`src/rtl/note_seq_pkg.sv`:
```
// Shared state type and default sizes for the note sequence player and the
// piezo tone generator that consumes its notes.
package note_seq_pkg;

    typedef enum logic [1:0] {
        IDLE,
        PLAY,
        GAP
    } state_e;

    localparam int NOTE_W_DEF = 4;
    localparam int DEPTH_DEF  = 8;

    localparam logic [NOTE_W_DEF-1:0] NOTE_REST = '0;

endpackage

```
`src/rtl/tick_gen.sv`:
```
// Down-counter with synchronous clear; tick is high for the one cycle the count
// sits at zero, after which it reloads load_val.
module tick_gen #(
    parameter int W = 4
) (
    input  logic         clk,
    input  logic         reset,
    input  logic         clr,
    input  logic [W-1:0] load_val,
    output logic         tick
);

    logic [W-1:0] cnt_q, cnt_d;

    assign tick = (cnt_q == '0);

    always_comb begin
        cnt_d = cnt_q - 1'b1;
        if (clr || tick) begin
            cnt_d = load_val;
        end
    end

    always_ff @(posedge clk or posedge reset) begin
        if (reset) begin
            cnt_q <= '0;
        end else begin
            cnt_q <= cnt_d;
        end
    end

endmodule

```
`src/rtl/note_seq_player.sv`:
```
// Note store and sequencer for the piezo path: previews a slot while idle and
// plays len slots, one per TICK_DIV clocks; NOTE_SEQ_GAP_EN adds a rest gap.
module note_seq_player
    import note_seq_pkg::*;
#(
    parameter int  NOTE_W   = NOTE_W_DEF,
    parameter int  DEPTH    = DEPTH_DEF,
    parameter int  TICK_DIV = 5000000,
    parameter int  GAP_DIV  = 500000,
    localparam int IDX_W    = $clog2(DEPTH)
) (
    input  logic                    clk,
    input  logic                    reset,
    input  logic                    wr_en,
    input  logic [IDX_W-1:0]        wr_idx,
    input  logic [NOTE_W-1:0]       wr_note,
    input  logic                    load_en,
    input  logic [DEPTH*NOTE_W-1:0] load_bus,
    input  logic [IDX_W-1:0]        sel_idx,
    input  logic [IDX_W:0]          len,
    input  logic                    loop_en,
    input  logic                    play_start,
    input  logic                    play_stop,
    output logic [NOTE_W-1:0]       note_out,
    output logic [IDX_W-1:0]        play_idx,
    output logic                    busy,
    output logic                    done
);

    // One counter times both notes and gaps, so size it for the longer one.
    localparam int CNT_MAX = (GAP_DIV > TICK_DIV) ? GAP_DIV : TICK_DIV;
    localparam int CNT_W   = $clog2(CNT_MAX);

    localparam logic [IDX_W:0]    LEN_MAX = (IDX_W+1)'(DEPTH);
    localparam logic [NOTE_W-1:0] REST    = NOTE_W'(NOTE_REST);

    state_e              state_q, state_d;
    logic [NOTE_W-1:0]   note_q, note_d;
    logic [IDX_W-1:0]    idx_q, idx_d;
    logic [IDX_W:0]      len_q, len_d;
    logic                done_q, done_d;
    logic [NOTE_W-1:0]   slot_q [DEPTH];
    logic [NOTE_W-1:0]   slot_d [DEPTH];

    logic                tick;
    logic                tick_clr;
    logic                enter_gap;
    logic [CNT_W-1:0]    tick_load;
    logic [NOTE_W-1:0]   preview;
    logic                is_last;

`ifdef NOTE_SEQ_GAP_EN
    assign enter_gap = (state_q == PLAY);
`else
    assign enter_gap = 1'b0;
`endif

    // The reload value is the length of the phase that follows the current tick.
    assign tick_load = enter_gap ? CNT_W'(GAP_DIV - 1) : CNT_W'(TICK_DIV - 1);

    tick_gen #(
        .W (CNT_W)
    ) u_tick_gen (
        .clk      (clk),
        .reset    (reset),
        .clr      (tick_clr),
        .load_val (tick_load),
        .tick     (tick)
    );

    assign preview = ({1'b0, sel_idx} < LEN_MAX) ? slot_q[sel_idx] : REST;
    assign is_last = ({1'b0, idx_q} == (len_q - 1'b1));

    always_comb begin
        slot_d = slot_q;
        if (load_en) begin
            for (int k = 0; k < DEPTH; k++) begin
                slot_d[k] = load_bus[k*NOTE_W +: NOTE_W];
            end
        end
        if (wr_en && ({1'b0, wr_idx} < LEN_MAX)) begin
            slot_d[wr_idx] = wr_note;
        end
    end

    always_comb begin
        state_d  = state_q;
        note_d   = note_q;
        idx_d    = idx_q;
        len_d    = len_q;
        done_d   = 1'b0;
        tick_clr = 1'b0;
        case (state_q)
            IDLE: begin
                note_d = preview;
                idx_d  = '0;
                if (play_start && !play_stop && (len != '0)) begin
                    state_d  = PLAY;
                    len_d    = (len > LEN_MAX) ? LEN_MAX : len;
                    note_d   = slot_q[0];
                    tick_clr = 1'b1;
                end
            end
            PLAY, GAP: begin
                if (play_stop) begin
                    state_d = IDLE;
                    note_d  = preview;
                    idx_d   = '0;
                end else if (tick && enter_gap) begin
                    state_d = GAP;
                    note_d  = REST;
                end else if (tick) begin
                    if (!is_last) begin
                        state_d = PLAY;
                        idx_d   = idx_q + 1'b1;
                        note_d  = slot_q[idx_q + 1'b1];
                    end else if (loop_en) begin
                        state_d = PLAY;
                        idx_d   = '0;
                        note_d  = slot_q[0];
                    end else begin
                        state_d = IDLE;
                        idx_d   = '0;
                        note_d  = preview;
                        done_d  = 1'b1;
                    end
                end
            end
            default: begin
                state_d = IDLE;
            end
        endcase
    end

    always_ff @(posedge clk or posedge reset) begin
        if (reset) begin
            state_q <= IDLE;
            note_q  <= '0;
            idx_q   <= '0;
            len_q   <= '0;
            done_q  <= 1'b0;
            slot_q  <= '{default: '0};
        end else begin
            state_q <= state_d;
            note_q  <= note_d;
            idx_q   <= idx_d;
            len_q   <= len_d;
            done_q  <= done_d;
            slot_q  <= slot_d;
        end
    end

    assign note_out = note_q;
    assign play_idx = idx_q;
    assign busy     = (state_q != IDLE);
    assign done     = done_q;

endmodule

```
`config.mk`:
```
export PLATFORM = sky130hd
export DESIGN_NAME = note_seq_player
export DESIGN_NICKNAME = d
export VERILOG_FILES = /design/src/rtl/note_seq_pkg.sv /design/src/rtl/tick_gen.sv /design/src/rtl/note_seq_player.sv
export SDC_FILE = /design/constraint.sdc
export NUM_CORES = 1
export LEC_CHECK = 0
export ABC_AREA = 1
export BUFFER_PORTS_ARGS = -buffer_cell sky130_fd_sc_hd__buf_2
export CORE_MARGIN = 2
export CORE_UTILIZATION = 50
export CTS_CLUSTER_DIAMETER = 50
export DETAILED_ROUTE_END_ITERATION = 12
export GPL_TIMING_DRIVEN = 0
export PLACE_DENSITY = 0.74
export REMOVE_ABC_BUFFERS = 1
export SLEW_MARGIN = 5
export SYNTH_ARGS = -nofsm -noshare
export SYNTH_HDL_FRONTEND = slang
export SYNTH_SLANG_ARGS = --single-unit
```
`constraint.sdc`:
```
create_clock -name clk -period 2.4 [get_ports clk]
set_input_delay 0.72 -clock clk [delete_from_list [all_inputs] [get_ports clk]]
set_output_delay 0.72 -clock clk [all_outputs]
set_load 0.005 [all_outputs]
```
==> qor.yml <==
die:
  dieArea_um2: 9241
  boundaryPins: 62
  initial_utilization: 0.5165
  row_count: 33
  die_w_um: 96.13
  core-area_um2: 8217
  die_y_um: 96.13
drt:
  dr_total_vias: 4018
  drcViolationCount: 0
  drt_iter0_markers: 212
  postRouteAntennaNets: 0
  via_per_inst: 5.301
  dr.pass1.iters: 5
  routed_wl_um: 10350
  wl_per_cell_um: 13.66
timing:
  fmax_mhz: 472.1
  setup_viol: 0
  finalSetupTns_ps: 0
  period_needed_ps: 2118
  worstMarginPinSlew_ps: 934.3
  timing.slew.headroom: 0.3771
  finalWorstSetupSlack_ps: 282.0
  rsz0062_at_grt: "false"
  hold_viol_final: 0
  post-route-period-util: 0.8825
  finalMaxSlewViolations: 0
  clock_skew_ps: 7.333
yosys:
  async_flop_share: 1.000
  syn_area_um2: 4244
  netlist.top_cell.by_area: "dfrtp_1"
  synth_ff_type: "dfrtp_1"
  synthTopCellsByArea: "dfrtp_1 (40%), nand2_1 (16%), nand3_1 (5.5%)"
  yosysWarnings: 0
  yosysSeqAreaShare: 0.4009
  netlist.area_leader.share: 0.4009
  synth_most_common_cell: "nand2_1"
  synth_cell_types: 33
  syn-instance-count: 590
  synth_edf_count: 0
  avgSynthCellArea_um2: 7.193
  synthTopCellsByCount: "nand2_1 (179), dfrtp_1 (68), inv_1 (57)"
  yosys_register_bits: 68
layout:
  nFillCells: 798
  layout-drive-gt1-share: 0.1669
  multiInputGateArea_um2: 2227
  area_growth_pct: 13.03
  regArea_um2: 1703
  fin_area_um2: 4797
  layout.nets: 705
  num_antenna_cells: 0
  final_core_util: 0.5838
  instances_no_fill: 758
clocking:
  cts_max_level: 3
  post_cts_buffers: 0
  numCtsBuffers: 9
  clockRootBuffer: "clkbuf_8"
  clock-sinks: 68
  cts.reportedPaths.clkPinSlew_ps: 70
  cts_tree: "built"
  clock_path_buffers: 2
  insertion_delay_ps: 350
worst_hold_path:
  hp-class: "reg2reg"
  worstHoldStart: "u_tick_gen.cnt_q[0]$_DFF_PP0_"
worst_setup_path:
  r2r_setup_slack_ps: 280
  cp_max_fo: 22
  reg2reg_from: "play_idx[0]$_DFFE_PP0P_"
  critPathLaunch: "play_idx[0]$_DFFE_PP0P_"
  endpoint_kind: "flop"
  path_class: "reg2reg"
  critPathArrivalTime_ps: 2360
  start_kind: "flop"
  worstReg2RegEnd: "note_out[2]$_DFFE_PP0P_"
  required_ps: 2640
  crit_path_end: "note_out[2]$_DFFE_PP0P_"
  rr_worst_depth: 10
global_route:
  first_global_vias: 3846
  antenna_found_initial: 0
  grt_pass1_wl_um: 17480
  track_usage: 0.2447
  grt_max_degree: 69
  overflow: 0
place:
  dp.cells: 742
  hpwlAfterDp_um: 7610
  dpl-instance-area_um2: 4601
  place_congestion: 0.8549
  port_buffers: 61
  dp_slack_ps: 1.204
power_and_ir_drop:
  p_per_area_nw_per_um2: 760.2
  irDropWorstVdd_mv: 0.3545
  leakagePower_nw: 2.427
status:
  status: "finished, final reports clean"
run:
  cap_violations: 0
[logic make-up after synthesis]
family / Yosys count / synth area share
adder cells (fa/ha/maj): 4 / 0.01179
AO/OA/AOI/OAI: 90 / 0.1129
multiplexers: 16 / 0.03774
flip-flops: 68 / 0.4009
XOR/XNOR: 14 / 0.02889
AND/OR/NAND/NOR: 322 / 0.3328
buffers and inverters: 76 / 0.07488
[stage by stage]
stage / hold slack, ps / total power [mW]
global placement: 422.2 / 2.663
finish: 454.4 / 3.647
detailed placement: 449.2 / 2.708
CTS: 461.2 / 3.651
global route: 466.8 / 3.936
floorplan: 409.1 / 2.324
[timing repair]
| action | 4_1_cts | 5_1_grt |
|---|---|---|
| resized for setup | 1 | 1 |
| setup endpoints to repair | 1 | 5 |
| hold buffers | 0 | 0 |
[state kept, by name, summed over array words and instances, names as in the netlist]
register and count:
play_idx 3, u_tick_gen.cnt_q 23, note_out 4, slot_q 32
len_q 4, done 1, state_q 1
[cell usage in the layout (no fill, tap or decap), types with 3 or more instances in the layout]
| cell | count |
|---|---|
| nor2_1 | 55 |
| ha_1 | 3 |
| clkbuf_8 | 9 |
| nand2_1 | 179 |
| mux2i_1 | 16 |
| nand2_2 | 6 |
| dfrtp_1 | 67 |
| inv_1 | 56 |
| nand4_1 | 5 |
| inv_2 | 4 |
| nor2_4 | 4 |
| o21ai_0 | 47 |
| xnor2_1 | 6 |
| nor2_2 | 8 |
| a21oi_1 | 32 |
| buf_2 | 61 |
| xor2_1 | 8 |
| o211ai_1 | 5 |
| nor3_1 | 8 |
| nand3_1 | 47 |
| nand3b_1 | 3 |
[critical path, stage by stage, from the launching register on]
cell	delay [ps]
dfrtp_2	580
ha_2	550
inv_1	210
a21oi_1	160
o21ai_0	100
nand3_1	100
nand2_1	70
nor2_1	90
nor2_1	40
nand3_1	70
nand2_1	50
[how the worst min path moves through the flow]
| stage | cells past startpoint | slack, ps | end |
|---|---|---|---|
| 3_5_place_dp | 1 | 450 | u_tick_gen.cnt_q[0]$_DFF_PP0_ |
| 6_report | 1 | 450 | u_tick_gen.cnt_q[0]$_DFF_PP0_ |
| 5_1_grt | 1 | 470 | u_tick_gen.cnt_q[0]$_DFF_PP0_ |
| 3_3_place_gp | 1 | 420 | u_tick_gen.cnt_q[0]$_DFF_PP0_ |
| 2_1_floorplan | 1 | 410 | u_tick_gen.cnt_q[0]$_DFF_PP0_ |
| 4_1_cts | 1 | 460 | u_tick_gen.cnt_q[0]$_DFF_PP0_ |
[area by class of cell]
cell class,count,share of cell area
Clock buffer,10,0.02660
Tap cell,105,0.02739
Sequential cell,68,0.3550
Inverter,62,0.04956
Clock inverter,6,0.01356
Timing Repair Buffer,61,0.06364
Multi-Input combinational cell,446,0.4643
[report_power, final]
group,internal [mW],leakage [nW],switching (mW)
combinational,0.437,1.53,0.761
clock,0.480,0.0962,0.458
sequential,1.33,0.804,0.182
total,2.25,2.43,1.40
[layer usage]
layer  part of all wire  GRT usage
met1               0.46     0.3153
met2               0.47     0.4086
met3              0.052    0.03915
met4              0.023     0.1000
met5                  0          0
Note: power is estimated with default switching activity, not from simulation.
